`src/rtl/adc_trace_pkg.sv`:
```
// adc_trace_pkg: sample width, default capture geometry and the capture state type
// shared by the trace-capture block and its buffer RAM.
package adc_trace_pkg;

  localparam int unsigned SAMPLE_W         = 12;
  localparam int unsigned DEF_DEPTH        = 256;
  localparam int unsigned DEF_PRETRIG      = 32;
  localparam int unsigned DEF_AUTO_TIMEOUT = 4800;

  typedef enum logic [1:0] {
    ST_PRE,
    ST_ARM,
    ST_POST,
    ST_DONE
  } state_e;

endpackage

```
`src/rtl/adc_trace_ram.sv`:
```
// adc_trace_ram: DEPTH x SAMPLE_W simple dual-port buffer, one write port and one
// registered read port whose output register clears on reset (array contents do not).
module adc_trace_ram
  import adc_trace_pkg::*;
#(
  parameter int unsigned DEPTH = DEF_DEPTH,
  localparam int unsigned AW   = $clog2(DEPTH)
) (
  input  logic                clk,
  input  logic                reset_n,
  input  logic                we_i,
  input  logic [AW-1:0]       waddr_i,
  input  logic [SAMPLE_W-1:0] wdata_i,
  input  logic [AW-1:0]       raddr_i,
  output logic [SAMPLE_W-1:0] rdata_o
);

  logic [SAMPLE_W-1:0] mem [DEPTH];
  logic [SAMPLE_W-1:0] rdata_q;

  always_ff @(posedge clk) begin
    if (we_i) mem[waddr_i] <= wdata_i;
  end

  always_ff @(posedge clk) begin
    if (!reset_n) rdata_q <= '0;
    else          rdata_q <= mem[raddr_i];
  end

  assign rdata_o = rdata_q;

endmodule

```
`src/rtl/adc_trace_capture.sv`:
```
// adc_trace_capture: triggered ADC trace capture into a circular buffer with frozen-frame
// readout. Define ADC_TRACE_AVG_EN to store the mean of every 4 ADC events instead of each one.
module adc_trace_capture
  import adc_trace_pkg::*;
#(
  parameter int unsigned DEPTH        = DEF_DEPTH,
  parameter int unsigned PRETRIG      = DEF_PRETRIG,
  parameter int unsigned AUTO_TIMEOUT = DEF_AUTO_TIMEOUT
) (
  input  logic                     clk,
  input  logic                     reset_n,
  input  logic [SAMPLE_W-1:0]      adc_data,
  input  logic                     adc_sync,
  input  logic [SAMPLE_W-1:0]      trig_level,
  input  logic                     trig_slope,
  input  logic                     trig_mode,
  input  logic                     rearm,
  input  logic [$clog2(DEPTH)-1:0] rd_addr,
  output logic [SAMPLE_W-1:0]      rd_data,
  output logic                     frame_ready,
  output logic                     triggered,
  output logic                     armed,
  output logic [SAMPLE_W-1:0]      sample_min,
  output logic [SAMPLE_W-1:0]      sample_max
);

  localparam int unsigned AW = $clog2(DEPTH);
  localparam int unsigned CW = $clog2(((DEPTH > AUTO_TIMEOUT) ? DEPTH : AUTO_TIMEOUT) + 1);
  localparam logic [CW-1:0] PRE_LAST  = CW'(PRETRIG - 1);
  localparam logic [CW-1:0] POST_LAST = CW'(DEPTH - PRETRIG - 2);
  localparam logic [CW-1:0] TO_LAST   = CW'(AUTO_TIMEOUT - 1);

  state_e              state_q, state_d;
  logic                sync_q;
  logic                evt, pre_entry;
  logic                st_en;
  logic [SAMPLE_W-1:0] st_val;
  logic [AW-1:0]       wr_ptr_q, trig_ptr_q;
  logic [CW-1:0]       cnt_q, arm_cnt_q;
  logic [SAMPLE_W-1:0] prev_q, run_min_q, run_max_q, min_nxt, max_nxt;
  logic [SAMPLE_W-1:0] smin_q, smax_q;
  logic                trig_q, rise, fall, hit, timeout;

  // Loading adc_sync during reset too keeps the edge detector quiet after release.
  always_ff @(posedge clk) sync_q <= adc_sync;

  assign evt       = (adc_sync != sync_q) && (state_q != ST_DONE);
  assign pre_entry = (state_q == ST_DONE) && rearm;

`ifdef ADC_TRACE_AVG_EN
  logic [13:0] acc_q, acc_sum;
  logic [1:0]  acc_cnt_q;

  assign acc_sum = acc_q + 14'(adc_data);
  assign st_en   = evt && (acc_cnt_q == 2'd3);
  assign st_val  = acc_sum[13:2];

  always_ff @(posedge clk) begin
    if (!reset_n || pre_entry) begin
      acc_q     <= '0;
      acc_cnt_q <= '0;
    end else if (evt) begin
      acc_q     <= (acc_cnt_q == 2'd3) ? '0 : acc_sum;
      acc_cnt_q <= acc_cnt_q + 2'd1;
    end
  end
`else
  assign st_en  = evt;
  assign st_val = adc_data;
`endif

  assign rise    = (prev_q < trig_level) && (st_val >= trig_level);
  assign fall    = (prev_q > trig_level) && (st_val <= trig_level);
  assign hit     = trig_slope ? fall : rise;
  assign timeout = !trig_mode && (arm_cnt_q == TO_LAST);
  assign min_nxt = (st_en && (st_val < run_min_q)) ? st_val : run_min_q;
  assign max_nxt = (st_en && (st_val > run_max_q)) ? st_val : run_max_q;

  always_ff @(posedge clk) begin
    if (!reset_n) state_q <= ST_PRE;
    else          state_q <= state_d;
  end

  always_comb begin
    state_d = state_q;
    case (state_q)
      ST_PRE:  if (st_en && (cnt_q == PRE_LAST))  state_d = ST_ARM;
      ST_ARM:  if (st_en && (hit || timeout))     state_d = ST_POST;
      ST_POST: if (st_en && (cnt_q == POST_LAST)) state_d = ST_DONE;
      ST_DONE: if (rearm)                         state_d = ST_PRE;
      default:                                    state_d = ST_PRE;
    endcase
  end

  always_comb begin
    armed       = (state_q == ST_ARM);
    frame_ready = (state_q == ST_DONE);
  end

  always_ff @(posedge clk) begin
    if (!reset_n) begin
      wr_ptr_q   <= '0;
      trig_ptr_q <= '0;
      cnt_q      <= '0;
      arm_cnt_q  <= '0;
      trig_q     <= 1'b0;
      prev_q     <= '0;
      run_min_q  <= '1;
      run_max_q  <= '0;
      smin_q     <= '0;
      smax_q     <= '0;
    end else begin
      if (st_en) begin
        wr_ptr_q <= wr_ptr_q + AW'(1);
        prev_q   <= st_val;
      end
      if (state_d != state_q) cnt_q <= '0;
      else if (st_en)         cnt_q <= cnt_q + CW'(1);
      if (state_q == ST_PRE)
        arm_cnt_q <= '0;
      else if ((state_q == ST_ARM) && st_en && !trig_mode)
        arm_cnt_q <= arm_cnt_q + CW'(1);
      // A real crossing wins over a coincident timeout.
      if ((state_q == ST_ARM) && (state_d == ST_POST)) begin
        trig_ptr_q <= wr_ptr_q;
        trig_q     <= hit;
      end
      if (pre_entry) begin
        run_min_q <= '1;
        run_max_q <= '0;
      end else begin
        run_min_q <= min_nxt;
        run_max_q <= max_nxt;
      end
      if ((state_q == ST_POST) && (state_d == ST_DONE)) begin
        smin_q <= min_nxt;
        smax_q <= max_nxt;
      end
    end
  end

  assign triggered  = trig_q;
  assign sample_min = smin_q;
  assign sample_max = smax_q;

  adc_trace_ram #(
    .DEPTH (DEPTH)
  ) u_ram (
    .clk     (clk),
    .reset_n (reset_n),
    .we_i    (st_en),
    .waddr_i (wr_ptr_q),
    .wdata_i (st_val),
    .raddr_i (trig_ptr_q - AW'(PRETRIG) + rd_addr),
    .rdata_o (rd_data)
  );

endmodule

```
`config.mk`:
```
export PLATFORM = sky130hd
export DESIGN_NAME = adc_trace_capture
export DESIGN_NICKNAME = d
export VERILOG_FILES = /design/src/rtl/adc_trace_pkg.sv /design/src/rtl/adc_trace_ram.sv /design/src/rtl/adc_trace_capture.sv
export SDC_FILE = /design/constraint.sdc
export NUM_CORES = 2
export LEC_CHECK = 0
export BUFFER_PORTS_ARGS = -buffer_cell sky130_fd_sc_hd__buf_2
export CAP_MARGIN = 25
export CORE_UTILIZATION = 45
export DETAILED_ROUTE_END_ITERATION = 16
export GPL_ROUTABILITY_DRIVEN = 0
export RECOVER_POWER = 25
export SYNTH_ARGS = -nofsm -noshare
export SYNTH_HDL_FRONTEND = slang
export SYNTH_SLANG_ARGS = --single-unit
```
`constraint.sdc`:
```
create_clock -name clk -period 10.99 [get_ports clk]
set_input_delay 1.099 -clock clk [delete_from_list [all_inputs] [get_ports clk]]
set_output_delay 1.099 -clock clk [all_outputs]
set_load 0.02 [all_outputs]
```
Word level (Yosys, flattened, before mapping)
Memories as Yosys holds them, arrays and structs flattened. A register that Yosys moved wholly into a read port is not among the register bits.
Cells that the tools add are included.

word-level totals
  memories = 1
  ROM bits = 0
  logic and storage cells = 67
  output and inout port bits = 39
  latch bits = 0
  flip-flop bits (word level) = 106
  memory bits (writable) = 3072
  input bits = 38

operators by class
  add/sub/neg operators = 5
  bitwise logic cells = 1
  multipliers = 0
  magnitude comparators = 6
  eq/ne operators = 11
  reductions and logical operators = 21
  divide/modulo/power cells = 0
  mux-type cells = 10
  shifts and indexed selects = 0

memories
  name       words  bits a word  read ports  clocked after Yosys merged registers in  wr ports  RTL line             source
  u_ram.mem  256    12           1           1                                        1         adc_trace_ram.sv:18  logic [SAMPLE_W-1:0] mem [DEPTH];

operators with widths
  cell                     count
  $add A13 B1 Y13 const B  2
  $gt A12 B12 Y1           2
  $lt A12 B12 Y1           2
  $mux W12                 2
  $logic_and A1 B1 Y1      14
  $eq A13 B13 Y1 const B   1
  $eq A13 B5 Y1 const B    1
  $eq A13 B8 Y1 const B    1
  $ge A12 B12 Y1           1
  $le A12 B12 Y1           1
  $add A8 B1 Y8 const B    1
  $add A8 B8 Y8            1
  $eq A2 B2 Y1 const B     4
  $mux W2                  4
  $pmux W2 S4              1
  $sub A8 B6 Y8 const B    1
  $reduce_or A2 Y1         3
  $mux W1                  3
  $eq A2 B1 Y1 const B     1
  $logic_not A1 Y1         2
  $logic_not A2 Y1         1
  $ne A2 B2 Y1             1
  $ne A2 B2 Y1 const B     1
  $logic_or A1 B1 Y1       1
  other kinds (2)          2

Longest topological paths before layout
  word-level depth = 9
  gate-level depth with buffers = 16

By module
From an unflattened synthesis, not the netlist that was laid out.

unflattened totals
  cells, all modules = 6196
  area total of the unflattened synthesis = 125773.1 sq um

by module, submodules not included
  module             cells an instance  seq. area each (sq um)  times used  area each (sq um)
  adc_trace_ram      5557               92488.7                 1           120175.3
  adc_trace_capture  639                2122.0                  1           5597.9

Least setup slack after synthesis
OpenSTA, ideal clock, no wires.

  path type = input-to-reg
  start = in rd_addr[1]
  end = reg u_ram.rdata_q[0] (netlist: u_ram.rdata_o[0]), read port of u_ram.mem
  stages on the path = 13
  setup time = 125 ps
  data required time = 10865 ps
  data arrival time = 4118 ps
  path slack = 6747 ps
  buffers on the path = 3
  cells stage by stage = ha_1 -> ha_1 -> inv_1 -> fa_1 -> clkbuf_1 -> buf_2 -> clkbuf_1 -> mux4_2 -> mux4_2 -> a32oi_1 -> o21ai_1 -> a22oi_1 -> o31ai_1

on the way
  cells in the longest elaborated chain, start to end = 1

RTL lines
  what                RTL line                  source
  start: declaration  adc_trace_capture.sv:18   input logic [$clog2(DEPTH)-1:0] rd_addr,
  $add A8 B8 Y8       adc_trace_capture.sv:154  .raddr_i (trig_ptr_q - AW'(PRETRIG) + rd_addr),
  end: declaration    adc_trace_ram.sv:19       logic [SAMPLE_W-1:0] rdata_q;

Every way passes these cells.
A chain may end at the register's enable or synchronous reset.

Worst setup path in the final report
  start = in adc_data[11]
  end = mem u_ram.mem[112][11], data pin

RTL lines
  what                RTL line                 source
  start: declaration  adc_trace_capture.sv:12  input logic [SAMPLE_W-1:0] adc_data,
  end: declaration    adc_trace_ram.sv:18

Straight into the memory's write port.

==> flow_summary.toml <==
[run_status]
outcome = "finished, violations left"
violations = "capacitance limit, slew limit"

[sta]
period_share_pct = 71.60
setup_tns_ns = 0
period_minus_slack_ns = 7.869
hold_slack_ns = 0.4334
worst_slack_ns = 3.121
rsz0062_at_grt = "false"
final_hold_viol_count = 0
tightestPinTransition_ns = 6.727
fin_skew_ns = 0.06812
maxSlewViolCount = 1654
fmax_mhz = 127.1
relSlewSlack_pct = -348.4
finalSetupViolCount = 0

[cts]
post_cts_buffers = 0
hold_buffers = 0
cts_inserted_buffers = 327
cts_tree = "built"
cts_num_sinks = 3190
post_cts_resized = 0
cts_root_buffer = "clkbuf_16"
insertion_delay_ns = 0.90
h-tree-depth = 5
clock_path_buffers = 4
cts.clk_slew.worst_paths_ns = 0.06

[layout]
final_nets = 6369
fin_area_um2 = 140900
regArea_um2 = 94610
multi_input_area_um2 = 28240
mostFrequentLayoutCell = "edfxtp_1"
layout-drive-gt1-share_pct = 27.60
fin_util_pct = 51.36
final_cell_mix = "3072 x edfxtp_1, 879 x mux4_2, 335 x clkbuf_16"
area_growth_pct = 13.12
nFillCells = 21670

[hold_path]
hold_end = "sync_q$_DFF_P_"
min_path_type = "input pin to register"
min_from = "adc_sync"
hold_depth = 1

[place]
portBuffers = 76
hpwl_um = 199000
dpl-instance-area_um2 = 130900
dp_slack_ns = 4.347

[logic_synthesis]
synthAdderAreaFrac_pct = 0.6890
netlist_area_um2 = 124600
synth_edf_count = 3072
synth-xor-area-share_pct = 0.2591
synth-seq-area-share_pct = 75.95
synth_ff_type = "edfxtp_1"
muxShareOfSynthArea_pct = 16.71
postSynthCellCount = 5849
yosys_warnings = 0
synth_cell_types = 77
synth_compound_area_share_pct = 1.915
syn-num-nets = 5955
syn_avg_cell_area_um2 = 21.30
ys_ff_latch = 3190
yosys.area_share.simple_pct = 2.876
async_flop_share_pct = 0
synth_top_family_by_area = "multiplexers"

[floorplanning]
die-area_um2 = 278900
die_h_um = 528.1
die_x_um = 528.1
rows = 192
coreArea_um2 = 274300
initial_utilization_pct = 45.41
io_pins = 77

[setup_path]
startpoint_type = "input pin"
rr_startpoint = "trig_ptr_q[1]$_SDFFE_PN0P_"
cp.arrival_ns = 8.48
rr_endpoint = "u_ram.rdata_o[0]$_SDFF_PN0_"
cp.required_ns = 11.60
ff2ff_setup_slack_ns = 5.27
reg2reg_depth = 12
crit_fanout = 131
critPathKind = "input pin to register"
end_kind = "register"

[routing]
drc = 0
wl_per_cell_um = 32.60
num_vias = 61750
drt_iter0_drc = 7397
dr.pass1.iters = 5
viasPerCell = 6.056
drtAntennaViolNets = 0
wirelength_um = 332400

[power]
power.density_nw_per_um2 = 180.4
ir_drop_uv = 138.6
leakagePower_nw = 44.42

[flow_run]
maxCapViolations = 25

[grt]
grt_first_pass_wirelength_um = 470200
grt_max_degree = 144
antenna_found_initial = 14
grt_overflow = 0
grt_pass1_vias = 61820
grt_usage_pct = 23.76
==> metrics by stage <==
stage	total power (W)	instances
after global placement	0.01500	9587
final	0.02542	10200
after detailed placement	0.01502	9613
after floorplan	0.01436	5849
after global routing	0.02607	10190
after CTS	0.02555	10180
==> flip-flops by register name, indices dropped and copies added, names as in the netlist <==
name	flops
u_ram.mem	3072
arm_cnt_q	13
cnt_q	13
prev_q	12
run_max_q	12
run_min_q	12
sample_max	12
sample_min	12
u_ram.rdata_o	12
trig_ptr_q	8
wr_ptr_q	8
state_q	2
sync_q	1
triggered	1
==> routing by layer <==
| layer | track usage, % | vias to the layer above | share of wire, % |
|---|---|---|---|
| met5 | 0 | - | 0.021 |
| met4 | 6.839 | 10 | 3.0 |
| met3 | 4.580 | 528 | 8.0 |
| met2 | 37.48 | 2603 | 48 |
| met1 | 33.78 | 33500 | 41 |
| li1 | - | 25120 | - |
==> critical path, stage by stage <==
cell      delay, ns
clkbuf_1       1.36
clkbuf_1       4.70
buf_4          0.82
buf_16         0.32
==> worst max-delay path by stage <==
stage / start / endpoint / depth (start not counted)
after floorplan: rd_addr[1] / u_ram.rdata_o[0]$_SDFF_PN0_ / 13
after global placement: rd_addr[1] / u_ram.rdata_o[0]$_SDFF_PN0_ / 11
after detailed placement: rd_addr[1] / u_ram.rdata_o[0]$_SDFF_PN0_ / 13
after CTS: trig_ptr_q[1]$_SDFFE_PN0P_ / u_ram.rdata_o[0]$_SDFF_PN0_ / 12
after global routing: adc_data[11] / u_ram.mem[127][11]$_DFFE_PP_ / 4
final: adc_data[11] / u_ram.mem[112][11]$_DFFE_PP_ / 4
==> layout make-up <==
type	count	area share (%)
multi-input cells	2277	20.04
repair buffers	414	2.270
flip-flops and latches	3190	67.14
clock buffers	424	6.234
inverters	53	0.1430
well taps	3686	3.273
clock inverters	146	0.8853
diodes	7	0.01243
==> cell families (layout without fill, tap and decap cells) <==
logic type	after synthesis	after routing
adder cells (fa/ha/maj)	68	68
XOR/XNOR	36	36
multiplexers	979	979
other	0	7
flip-flops	3190	3190
AO/OA/AOI/OAI	348	348
buffers and inverters	382	1037
AND/OR/NAND/NOR	846	846
==> cells in the mapped netlist (42+ instances only) <==
cell type  instances  area [µm²]
buf_4             60       450.4
nor2_1           350        1314
mux4_2           879       19800
buf_2            100       500.5
clkbuf_1         129       484.2
nand2_1          312        1171
mux2i_1           88       880.8
inv_1             51       191.4
a211oi_1          63       473.0
ha_1              67       838.3
dfxtp_1          118        2362
edfxtp_1        3072       92250
nand3_1           54       270.3
a21oi_1           88       440.4
nor2b_1           42       262.8
==> power breakdown <==
part           internal [W]  switching, W  total (W)
Combinational      0.000469      0.000897    0.00137
Clock               0.00607       0.00457     0.0106
Sequential           0.0134     0.0000340     0.0134
Total                0.0199       0.00550     0.0254
Power figures use the tool's default switching activity.
